===== config.mk =====
export PLATFORM = sky130hd
export DESIGN_NAME = max7219_sequencer_flat
export DESIGN_NICKNAME = d
export VERILOG_FILES = /design/src/rtl/max7219_sequencer_if.sv /design/src/rtl/max7219_sequencer.sv /design/src/flat_wrapper.sv
export SDC_FILE = /design/constraint.sdc
export NUM_CORES = 1
export LEC_CHECK = 0
export BUFFER_PORTS_ARGS = -buffer_cell sky130_fd_sc_hd__buf_2
export CAP_MARGIN = 20
export CORE_MARGIN = 1.5
export CORE_UTILIZATION = 25
export CTS_CLUSTER_DIAMETER = 100
export CTS_CLUSTER_SIZE = 24
export DETAILED_ROUTE_END_ITERATION = 10
export SYNTH_ARGS = -nofsm -noshare
export SYNTH_HDL_FRONTEND = slang
export SYNTH_SLANG_ARGS = --single-unit

===== constraint.sdc =====
create_clock -name clock -period 3.69 [get_ports clock]
set_input_delay 0.738 -clock clock [delete_from_list [all_inputs] [get_ports clock]]
set_output_delay 0.738 -clock clock [all_outputs]
set_load 0.01 [all_outputs]

===== src/rtl/max7219_sequencer_if.sv =====
// Request/response and serial-pin bundle for the MAX7219 display sequencer.
//   master : calculator side; drives upd_req/num/dp_en/dp and bright_req/brightness,
//            observes upd_ack, busy, init_done and the serial pins.
//   slave  : sequencer side; the mirror image of master.
// Signals:
//   upd_req, num[DIGIT_NUM*4-1:0], dp_en, dp[2:0] -> digit-frame request
//   upd_ack                                       <- one-cycle capture acknowledge
//   bright_req, brightness[3:0]                   -> intensity request
//   busy, init_done                               <- status
//   sck, cs, din                                  <- MAX7219 CLK, LOAD (active-low), DIN
interface max7219_sequencer_if #(
    parameter int DIGIT_NUM = 8
);
    logic                     upd_req;
    logic [DIGIT_NUM*4-1:0]   num;
    logic                     dp_en;
    logic [2:0]               dp;
    logic                     upd_ack;
    logic                     bright_req;
    logic [3:0]               brightness;
    logic                     busy;
    logic                     init_done;
    logic                     sck;
    logic                     cs;
    logic                     din;

    modport master (
        output upd_req, num, dp_en, dp, bright_req, brightness,
        input  upd_ack, busy, init_done, sck, cs, din
    );

    modport slave (
        input  upd_req, num, dp_en, dp, bright_req, brightness,
        output upd_ack, busy, init_done, sck, cs, din
    );
endinterface


===== src/rtl/max7219_sequencer.sv =====
// Command scheduler and serializer for an 8-digit MAX7219 display.
// After reset it sends the init sequence, then serves brightness writes (priority)
// and digit-frame writes, serializing each 16-bit word MSB first on sck/cs/din.
// Ports:
//   clock : system clock
//   reset : synchronous, active-low
//   bus   : max7219_sequencer_if.slave (requests, status, serial pins)
// Parameters:
//   DIGIT_NUM : digits driven (1..8), also the scan-limit value
//   CLK_DIV   : system clocks per SCK half-period (>=1)
module max7219_sequencer #(
    parameter int DIGIT_NUM = 8,
    parameter int CLK_DIV   = 4
) (
    input  logic                clock,
    input  logic                reset,
    max7219_sequencer_if.slave  bus
);
    localparam int           NUM_W    = DIGIT_NUM * 4;
    localparam int           DIV_W    = (CLK_DIV > 1) ? $clog2(CLK_DIV) : 1;
    localparam logic [2:0]   LAST_DIG = 3'(DIGIT_NUM - 1);

    typedef enum logic [2:0] {RESET_INIT, INIT_WORD, IDLE, BRIGHT_WORD, FRAME_WORD} state_t;
    typedef enum logic [1:0] {PH_SETUP, PH_HIGH, PH_LOW, PH_GAP} phase_t;

    state_t             state, state_n;
    logic [2:0]         idx, idx_n;
    logic               init_done_r, init_done_n;
    logic               frame_pend, bright_pend;
    logic [3:0]         bright_val;
    logic [NUM_W-1:0]   snap_num, work_num;
    logic               snap_dp_en, work_dp_en;
    logic [2:0]         snap_dp, work_dp;
    logic               upd_ack_r;
    logic               word_start, word_done, clr_bright, clr_frame, load_work;
    logic [15:0]        word_next;

    logic               wactive;
    phase_t             wphase;
    logic [DIV_W-1:0]   div_cnt;
    logic [3:0]         bit_cnt;
    logic [15:0]        shreg;
    logic               div_end;

    function automatic logic [15:0] init_word(input logic [2:0] k, input logic [3:0] b);
        case (k)
            3'd0:    return 16'h0F00;
            3'd1:    return {8'h0B, 8'(DIGIT_NUM - 1)};
            3'd2:    return 16'h09FF;
            3'd3:    return {12'h0A0, b};
            default: return 16'h0C01;
        endcase
    endfunction

    function automatic logic [15:0] frame_word(input logic [2:0] k, input logic [NUM_W-1:0] n,
                                               input logic en, input logic [2:0] p);
        logic [NUM_W-1:0] sh;
        sh = n >> (4 * k);
        return {4'h0, {1'b0, k} + 4'd1, (en && (p == k)), 3'b000, sh[3:0]};
    endfunction

    assign div_end   = (div_cnt == DIV_W'(CLK_DIV - 1));
    assign word_done = wactive && (wphase == PH_GAP) && div_end;

    always_ff @(posedge clock) begin
        if (!reset) begin
            state       <= RESET_INIT;
            idx         <= 3'd0;
            init_done_r <= 1'b0;
        end else begin
            state       <= state_n;
            idx         <= idx_n;
            init_done_r <= init_done_n;
        end
    end

    // The next word is launched in the same cycle the previous GAP ends, so
    // words inside a sequence run back to back.
    always_comb begin
        state_n     = state;
        idx_n       = idx;
        init_done_n = init_done_r;
        word_start  = 1'b0;
        word_next   = 16'h0000;
        clr_bright  = 1'b0;
        clr_frame   = 1'b0;
        load_work   = 1'b0;
        case (state)
            RESET_INIT: begin
                state_n    = INIT_WORD;
                idx_n      = 3'd0;
                word_start = 1'b1;
                word_next  = init_word(3'd0, bright_val);
            end
            INIT_WORD: begin
                if (word_done) begin
                    if (idx == 3'd4) begin
                        state_n     = IDLE;
                        init_done_n = 1'b1;
                    end else begin
                        idx_n      = idx + 3'd1;
                        word_start = 1'b1;
                        word_next  = init_word(idx + 3'd1, bright_val);
                    end
                end
            end
            IDLE: begin
                if (bright_pend) begin
                    state_n    = BRIGHT_WORD;
                    word_start = 1'b1;
                    word_next  = {12'h0A0, bright_val};
                    clr_bright = 1'b1;
                end else if (frame_pend) begin
                    state_n    = FRAME_WORD;
                    idx_n      = 3'd0;
                    word_start = 1'b1;
                    word_next  = frame_word(3'd0, snap_num, snap_dp_en, snap_dp);
                    clr_frame  = 1'b1;
                    load_work  = 1'b1;
                end
            end
            BRIGHT_WORD: begin
                if (word_done) state_n = IDLE;
            end
            FRAME_WORD: begin
                if (word_done) begin
                    if (idx == LAST_DIG) begin
                        state_n = IDLE;
                    end else begin
                        idx_n      = idx + 3'd1;
                        word_start = 1'b1;
                        word_next  = frame_word(idx + 3'd1, work_num, work_dp_en, work_dp);
                    end
                end
            end
            default: state_n = RESET_INIT;
        endcase
    end

    // A request arriving in the same cycle its flag is cleared stays pending.
    always_ff @(posedge clock) begin
        if (!reset) begin
            frame_pend  <= 1'b0;
            bright_pend <= 1'b0;
            bright_val  <= 4'd0;
            snap_num    <= '0;
            snap_dp_en  <= 1'b0;
            snap_dp     <= 3'd0;
            upd_ack_r   <= 1'b0;
        end else begin
            upd_ack_r <= bus.upd_req;
            if (clr_frame)  frame_pend  <= 1'b0;
            if (clr_bright) bright_pend <= 1'b0;
            if (bus.upd_req) begin
                frame_pend <= 1'b1;
                snap_num   <= bus.num;
                snap_dp_en <= bus.dp_en;
                snap_dp    <= bus.dp;
            end
            if (bus.bright_req) begin
                bright_pend <= 1'b1;
                bright_val  <= bus.brightness;
            end
        end
    end

    // Working copy keeps a frame atomic against new requests.
    always_ff @(posedge clock) begin
        if (load_work) begin
            work_num   <= snap_num;
            work_dp_en <= snap_dp_en;
            work_dp    <= snap_dp;
        end
    end

    always_ff @(posedge clock) begin
        if (!reset) begin
            wactive <= 1'b0;
            wphase  <= PH_SETUP;
            div_cnt <= '0;
            bit_cnt <= 4'd0;
        end else if (word_start) begin
            wactive <= 1'b1;
            wphase  <= PH_SETUP;
            div_cnt <= '0;
            bit_cnt <= 4'd15;
        end else if (wactive) begin
            if (div_end) begin
                div_cnt <= '0;
                case (wphase)
                    PH_SETUP: wphase <= PH_HIGH;
                    PH_HIGH:  wphase <= PH_LOW;
                    PH_LOW: begin
                        if (bit_cnt == 4'd0) begin
                            wphase <= PH_GAP;
                        end else begin
                            bit_cnt <= bit_cnt - 4'd1;
                            wphase  <= PH_HIGH;
                        end
                    end
                    default: wactive <= 1'b0;
                endcase
            end else begin
                div_cnt <= div_cnt + DIV_W'(1);
            end
        end
    end

    // din follows shreg[15]; shifting at the HIGH->LOW boundary moves din to the
    // next bit exactly at the start of each LOW phase.
    always_ff @(posedge clock) begin
        if (word_start) begin
            shreg <= word_next;
        end else if (wactive && div_end && (wphase == PH_HIGH)) begin
            shreg <= {shreg[14:0], 1'b0};
        end
    end

    assign bus.cs        = !(wactive && (wphase != PH_GAP));
    assign bus.sck       = wactive && (wphase == PH_HIGH);
    assign bus.din       = wactive && (wphase != PH_GAP) && shreg[15];
    assign bus.busy      = (state != IDLE) || frame_pend || bright_pend;
    assign bus.init_done = init_done_r;
    assign bus.upd_ack   = upd_ack_r;
endmodule


===== src/flat_wrapper.sv =====
// flat-port wrapper written by rule: the top's interface ports become plain ports
module max7219_sequencer_flat 
#(
    parameter int DIGIT_NUM = 8,
    parameter int CLK_DIV   = 4
)
  (clock, reset, bus_upd_req, bus_num, bus_dp_en, bus_dp, bus_bright_req, bus_brightness, bus_upd_ack, bus_busy, bus_init_done, bus_sck, bus_cs, bus_din);
  max7219_sequencer_if #(.DIGIT_NUM(DIGIT_NUM)) bus_i ();
  input  logic clock;
  input  logic reset;
  input wire logic [$bits(bus_i.upd_req)-1:0] bus_upd_req;
  input wire logic [$bits(bus_i.num)-1:0] bus_num;
  input wire logic [$bits(bus_i.dp_en)-1:0] bus_dp_en;
  input wire logic [$bits(bus_i.dp)-1:0] bus_dp;
  input wire logic [$bits(bus_i.bright_req)-1:0] bus_bright_req;
  input wire logic [$bits(bus_i.brightness)-1:0] bus_brightness;
  output wire logic [$bits(bus_i.upd_ack)-1:0] bus_upd_ack;
  output wire logic [$bits(bus_i.busy)-1:0] bus_busy;
  output wire logic [$bits(bus_i.init_done)-1:0] bus_init_done;
  output wire logic [$bits(bus_i.sck)-1:0] bus_sck;
  output wire logic [$bits(bus_i.cs)-1:0] bus_cs;
  output wire logic [$bits(bus_i.din)-1:0] bus_din;
  assign bus_i.upd_req = bus_upd_req;
  assign bus_i.num = bus_num;
  assign bus_i.dp_en = bus_dp_en;
  assign bus_i.dp = bus_dp;
  assign bus_i.bright_req = bus_bright_req;
  assign bus_i.brightness = bus_brightness;
  assign bus_upd_ack = bus_i.upd_ack;
  assign bus_busy = bus_i.busy;
  assign bus_init_done = bus_i.init_done;
  assign bus_sck = bus_i.sck;
  assign bus_cs = bus_i.cs;
  assign bus_din = bus_i.din;
  max7219_sequencer #(.DIGIT_NUM(DIGIT_NUM), .CLK_DIV(CLK_DIV)) u_core (.clock(clock), .reset(reset), .bus(bus_i));
endmodule

Word-level counts from Yosys, hierarchy flattened. Index checks and enable logic that the tools add are counted.

$add $sub $neg: 4. Reduce and logical (&&, ||, !) cells: 32. Shift operators: 1. Eq/ne operators: 27. Bitwise gates (word level): 1. Mux-type cells: 52.

Operators with widths (count): $mux W16 (6); $pmux W16 S4 (1); $pmux W11 S4 (1); $mux W3 (13); $shr A32 B5 Y4 (1); $mux W4 (5); $mux W1 (18); $pmux W3 S5 (1); $ne A2 B1 Y1 const B (7); $eq A3 B2 Y1 const B (4); $mux W12 (1); $pmux W3 S4 (1); $reduce_bool A2 Y1 (6); $eq A3 B3 Y1 const B (3); $logic_and A1 B1 Y1 (9); $logic_not A3 Y1 (3); $mux W9 (1); $ne A2 B2 Y1 const B (4); $reduce_and A7 Y1 (1); $eq A2 B2 Y1 const B (3); $eq A3 B1 Y1 const B (2); $pmux W2 S3 (1); $reduce_and A3 Y1 (2); $reduce_and A6 Y1 (1); 20 further kinds (22).

Bits in registers: 111. Logic and storage cells: 135. Bits of input ports: 44. Output and inout port bits: 6.

Depth between registers and ports, before layout.
Depth in word-level cells: 7. Gate-level depth with buffers: 9. Depth with buffers taken out: 8.

Worst setup path before layout. Ideal clock, no wire load.

Kind: reg2reg. Start: register u_core.state[1]. End: register u_core.shreg[1] (data pin). Path slack: 0.280 ns. Clock period less this slack: 3.410 ns. Arrival: 3.257 ns. Setup time: 0.153 ns. Stages on the path, launching flop included: 6. Required time: 3.537 ns. Buffers on the path: 1. Cell sequence: dfxtp_1 buf_4 or4b_4 nor2_1 a222oi_1 a31oi_1.

Longest elaborated chain between the ends: 3. Elaborated cells on any way between the ends: 7. Classes of those cells: 3 x eq/ne; 3 x mux; 1 x reduce/logical.

RTL lines: start: declaration (line max7219_sequencer.sv:26) `state_t state, state_n;`; start signal: assignment (line max7219_sequencer.sv:71) `state <= state_n;`; $eq A3 B3 Y1, or another cell as far along (line max7219_sequencer.sv:88) `case (state)`; $pmux W16 S4 / $pmux W1 S4 (equally long branches) (line max7219_sequencer.sv:88); $mux W16 (*) (line max7219_sequencer.sv:212) `if (word_start) begin`; end signal: assignment (line max7219_sequencer.sv:213) `shreg <= word_next;`; end signal: assignment (line max7219_sequencer.sv:215) `shreg <= {shreg[14:0], 1'b0};`; end: declaration (line max7219_sequencer.sv:42) `logic [15:0] shreg;`.

Mark *: on every way between the ends. The rest lies on a longest branch, timed or not. A chain may end at the register's enable or synchronous reset.

Worst setup path after layout.
Start: register u_core.idx[0]. End: register u_core.shreg[7], enable pin.

Longest elaborated chain between the ends: 5. Elaborated cells on any way between the ends: 8. Classes of those cells: 2 x eq/ne; 5 x mux; 1 x reduce/logical.

RTL lines: start: declaration (line max7219_sequencer.sv:27) `logic [2:0] idx, idx_n;`; start signal: assignment (line max7219_sequencer.sv:72) `idx <= idx_n;`; $eq A3 B3 Y1, on equally long branches (line max7219_sequencer.sv:127, max7219_sequencer.sv:97); $mux W1, on equally long branches (line max7219_sequencer.sv:127, max7219_sequencer.sv:97); $mux W1, on equally long branches (line max7219_sequencer.sv:126, max7219_sequencer.sv:96); $pmux W1 S4 (*) (line max7219_sequencer.sv:88); $reduce_bool A2 Y1 (no source line) (*).

Marks and branches as above.

==> impl_metrics.json <==
{
  "layout-drive-gt1-share_pct": 17.7,
  "yosys.area_share.adder_pct": 3.90,
  "startpoint_class": "flip-flop",
  "initial_core_util_pct": 25.6,
  "timing_worst_slew_pin_value_ns": 0.732,
  "timing_worst_setup_path_type": "flip-flop to flip-flop",
  "syn-instance-count": 409,
  "synth.yosys.seq_area_share_pct": 56.9,
  "synthSimpleGateAreaFrac_pct": 13.7,
  "numClockSinks": 111,
  "place.port_buffers": 49,
  "cts_tree": "done",
  "dieWidth_um": 142,
  "fp.dieArea_mm2": 0.0201,
  "first_global_vias": 3185,
  "vdd.ir_drop.worst_mv": 0.264,
  "arrival_ns": 3.09,
  "post_synth_xor_area_fraction_pct": 0.909,
  "gpl.final_weighted_congestion": 0.857,
  "multiInputGateArea_mm2": 0.00195,
  "end_kind": "flip-flop",
  "syn_to_final_growth_pct": 16.6,
  "clk_pin_slew_ns": 0.07,
  "muxShareOfSynthArea_pct": 13.3,
  "final_cells": 718,
  "hpwl_um": 7410,
  "run_status": "completed",
  "worstPathRequired_ns": 3.68,
  "post_cts_resized": 0,
  "finalWirelength_um": 10400,
  "finalSetupViolCount": 0,
  "synthesis.area_per_instance_um2": 11.8,
  "clock_tree.htree_level_count": 3,
  "final_min_period_over_clock_period_pct": 84.1,
  "global_route_wire_length_before_repair_um": 16800,
  "postCtsSetupBuffers": 0,
  "cts_max_path_buffers": 2,
  "type_of_the_most_critical_hold_path": "flip-flop to flip-flop",
  "row_count": 50,
  "grt.overflow.total": 0,
  "detail_route.drc_violations": 0,
  "netlist-cell-type-count": 52,
  "cp_max_fo": 16,
  "avgViaCountPerCell": 4.38,
  "synth.top_cells.by_area": "sky130_fd_sc_hd__edfxtp_1, sky130_fd_sc_hd__dfxtp_1, sky130_fd_sc_hd__mux2i_1",
  "placed_cells_incl_taps": 701,
  "max_freq_mhz": 322,
  "num_vias": 3144,
  "drv_slew": 0,
  "antenna-diode-count": 0,
  "cell_taking_the_most_area_after_synthesis": "sky130_fd_sc_hd__edfxtp_1",
  "place_worst_setup_slack_ns": 0.553,
  "synth_edf_count": 52,
  "worst_skew_pair.late_latency_ns": 0.35,
  "dieHeight_um": 142,
  "grt_antenna_before_repair": 0,
  "synth_top_family_by_area": "simple AND/OR/NAND/NOR gates",
  "finalNetCount": 512,
  "fin_tns_setup_ns": 0,
  "grt_overall_usage_pct": 11.0,
  "synth_compound_area_share_pct": 8.41,
  "p_leak_nw": 2.18,
  "drt_pass1_iterations": 4,
  "setup_slack_ns": 0.588,
  "synth_seq_cells": 111,
  "largest_net_degree_at_the_start_of_global_routing": 39,
  "max-cap-violations": 0,
  "antenna_violating_nets_post_route": 0,
  "hold_viol_final": 0,
  "num_io_pins": 50,
  "async_flop_share_pct": 0,
  "timing.slew.headroom_pct": 51.1,
  "detail_route.wl_per_cell_um": 14.5,
  "cts_hold_repair.buffers": 0,
  "cts_buffers": 9,
  "sequential_cell_area_mm2": 0.00274,
  "synth_top_flop_cell": "sky130_fd_sc_hd__dfxtp_1",
  "yosysWarnings": 0,
  "placeableCoreArea_mm2": 0.0188,
  "power_dens_cells_mw_per_mm2": 563,
  "final.min_clock_period_ns": 3.10,
  "grt_setup_unrepaired": "no",
  "mappedNetlistNets": 468,
  "drt-initial-drc-count": 241,
  "synth.cell_area_mm2": 0.00482,
  "skew_ns": 0.00803,
  "synth_largest_type_area_fraction_pct": 32.4,
  "fillers": 1935,
  "cts-root-buf": "sky130_fd_sc_hd__clkbuf_16"
}
cells in the final DEF, fill, tap and decap left out, types with 2 or more instances in the layout:
cell type | synthesis | final
sky130_fd_sc_hd__a31oi_1 | 5 | 5
sky130_fd_sc_hd__nor2_1 | 58 | 57
sky130_fd_sc_hd__a21oi_1 | 14 | 14
sky130_fd_sc_hd__a21boi_1 | 3 | 3
sky130_fd_sc_hd__nand2_1 | 23 | 23
sky130_fd_sc_hd__a211oi_1 | 3 | 3
sky130_fd_sc_hd__mux2i_1 | 46 | 46
sky130_fd_sc_hd__o21bai_1 | 2 | 2
sky130_fd_sc_hd__o21a_1 | 5 | 5
sky130_fd_sc_hd__a222oi_1 | 2 | 2
sky130_fd_sc_hd__inv_8 | 0 | 2
sky130_fd_sc_hd__a22oi_1 | 2 | 2
sky130_fd_sc_hd__o21ai_0 | 5 | 5
sky130_fd_sc_hd__o22ai_1 | 2 | 2
sky130_fd_sc_hd__buf_2 | 5 | 49
sky130_fd_sc_hd__or4b_4 | 2 | 2
sky130_fd_sc_hd__nor2b_1 | 15 | 15
sky130_fd_sc_hd__nor3_1 | 5 | 5
sky130_fd_sc_hd__nand3_1 | 2 | 2
sky130_fd_sc_hd__clkbuf_16 | 0 | 9
sky130_fd_sc_hd__and2_1 | 9 | 9
sky130_fd_sc_hd__and3_1 | 3 | 3
sky130_fd_sc_hd__ha_1 | 15 | 15
sky130_fd_sc_hd__a21o_1 | 5 | 5
sky130_fd_sc_hd__mux2_1 | 2 | 2
sky130_fd_sc_hd__xor2_1 | 4 | 4
sky130_fd_sc_hd__inv_1 | 12 | 12
sky130_fd_sc_hd__dfxtp_1 | 59 | 59
sky130_fd_sc_hd__edfxtp_1 | 52 | 52
sky130_fd_sc_hd__o221ai_1 | 2 | 2
sky130_fd_sc_hd__a311oi_1 | 2 | 2
sky130_fd_sc_hd__nand2b_1 | 8 | 8
sky130_fd_sc_hd__mux4_2 | 7 | 7
cell usage after synthesis, types with 2 or more instances:
library cell / number
sky130_fd_sc_hd__dfxtp_1: 59
sky130_fd_sc_hd__mux4_2: 7
sky130_fd_sc_hd__buf_2: 5
sky130_fd_sc_hd__mux2_1: 2
sky130_fd_sc_hd__nand2b_1: 8
sky130_fd_sc_hd__a311oi_1: 2
sky130_fd_sc_hd__buf_4: 2
sky130_fd_sc_hd__nor2_1: 58
sky130_fd_sc_hd__o21ai_0: 5
sky130_fd_sc_hd__nor2b_1: 15
sky130_fd_sc_hd__clkbuf_1: 5
sky130_fd_sc_hd__ha_1: 15
sky130_fd_sc_hd__a31oi_1: 5
sky130_fd_sc_hd__inv_1: 12
sky130_fd_sc_hd__a211oi_1: 3
sky130_fd_sc_hd__a21boi_1: 3
sky130_fd_sc_hd__o22ai_1: 2
sky130_fd_sc_hd__a21oi_1: 14
sky130_fd_sc_hd__o21a_1: 5
sky130_fd_sc_hd__nor3_1: 5
sky130_fd_sc_hd__buf_1: 5
sky130_fd_sc_hd__o221ai_1: 2
sky130_fd_sc_hd__xor2_1: 4
sky130_fd_sc_hd__nand3_1: 2
sky130_fd_sc_hd__a21o_1: 5
sky130_fd_sc_hd__and2_1: 9
sky130_fd_sc_hd__a222oi_1: 2
sky130_fd_sc_hd__or4b_4: 2
sky130_fd_sc_hd__and3_1: 3
sky130_fd_sc_hd__o21bai_1: 2
sky130_fd_sc_hd__nand2_1: 23
sky130_fd_sc_hd__a22oi_1: 2
sky130_fd_sc_hd__edfxtp_1: 52
sky130_fd_sc_hd__mux2i_1: 46
registers in the layout, indices dropped and copies added, names as in the netlist:
| name | count |
|---|---|
| u_core.snap_num | 32 |
| u_core.snap_dp_en | 1 |
| u_core.wactive | 1 |
| u_core.bright_val | 4 |
| u_core.bus.init_done | 1 |
| u_core.work_num | 32 |
| u_core.shreg | 16 |
| u_core.state | 3 |
| u_core.bus.upd_ack | 1 |
| u_core.work_dp_en | 1 |
| u_core.bit_cnt | 4 |
| u_core.bright_pend | 1 |
| u_core.div_cnt | 2 |
| u_core.frame_pend | 1 |
| u_core.work_dp | 3 |
| u_core.wphase | 2 |
| u_core.snap_dp | 3 |
| u_core.idx | 3 |
critical path: stages, from the launching register on:
cell	delay [ns]
sky130_fd_sc_hd__dfxtp_1	0.76
sky130_fd_sc_hd__inv_1	0.30
sky130_fd_sc_hd__ha_1	0.32
sky130_fd_sc_hd__and2_1	0.21
sky130_fd_sc_hd__o21a_2	0.25
sky130_fd_sc_hd__o21a_1	0.33
sky130_fd_sc_hd__nand2_1	0.57
through the flow:
| stage | util [%] | hold slack, ns | power (mW) | instance area (um^2) |
|---|---|---|---|---|
| floorplan | - | 0.408 | 2.10 | 4820 |
| global placement | 28.2 | 0.418 | 2.23 | 5320 |
| detailed placement | 28.2 | 0.420 | 2.26 | 5320 |
| CTS | 29.7 | 0.438 | 3.20 | 5600 |
| global route | 29.8 | 0.449 | 3.34 | 5620 |
| finish | 29.8 | 0.434 | 3.16 | 5620 |
kinds of logic after synthesis:
family	count (synthesis)
flip-flops	111
AND/OR/NAND/NOR	133
multiplexers	55
buffers and inverters	31
AO/OA/AOI/OAI	59
adder cells (fa/ha/maj)	15
XOR/XNOR	5
final cells by class:
class	count	area share, %
clock inverter	6	0.936
inverter	13	0.869
multi-input combinational	267	34.6
tap	260	5.79
timing repair buffer	51	4.86
clock buffer	10	4.08
sequential	111	48.8
path summary, 6_finish.rpt:
path                                    to                             start  slack, ns  cells past startpoint
max              u_core.shreg[7]$_DFFE_PP_        u_core.idx[0]$_SDFFE_PN0P_       0.59                      6
min          u_core.work_num[25]$_DFFE_PP_  u_core.snap_num[25]$_SDFFE_PN0P_       0.43                      0
max reg2reg      u_core.shreg[7]$_DFFE_PP_        u_core.idx[0]$_SDFFE_PN0P_       0.59                      6
min reg2reg  u_core.work_num[25]$_DFFE_PP_  u_core.snap_num[25]$_SDFFE_PN0P_       0.43                      0
report_power, final:
part           switching [mW]  total (mW)  internal, mW  leakage (nW)
sequential              0.112        1.64          1.53         0.981
combinational           0.340       0.589         0.249          1.06
clock                   0.462       0.932         0.471         0.137
total                   0.913        3.16          2.25          2.18
metal layers:
layer | vias to the layer above | routed length, um | GRT usage (%) | share of wire (%)
li1 | 1552 | - | - | -
met1 | 1509 | 4910 | 14.3 | 47
met2 | 71 | 4790 | 17.4 | 46
met3 | 12 | 531 | 3.21 | 5.1
met4 | 0 | 186 | 3.80 | 1.8
met5 | - | 0 | 0 | 0
Power figures use the tool's default switching activity.
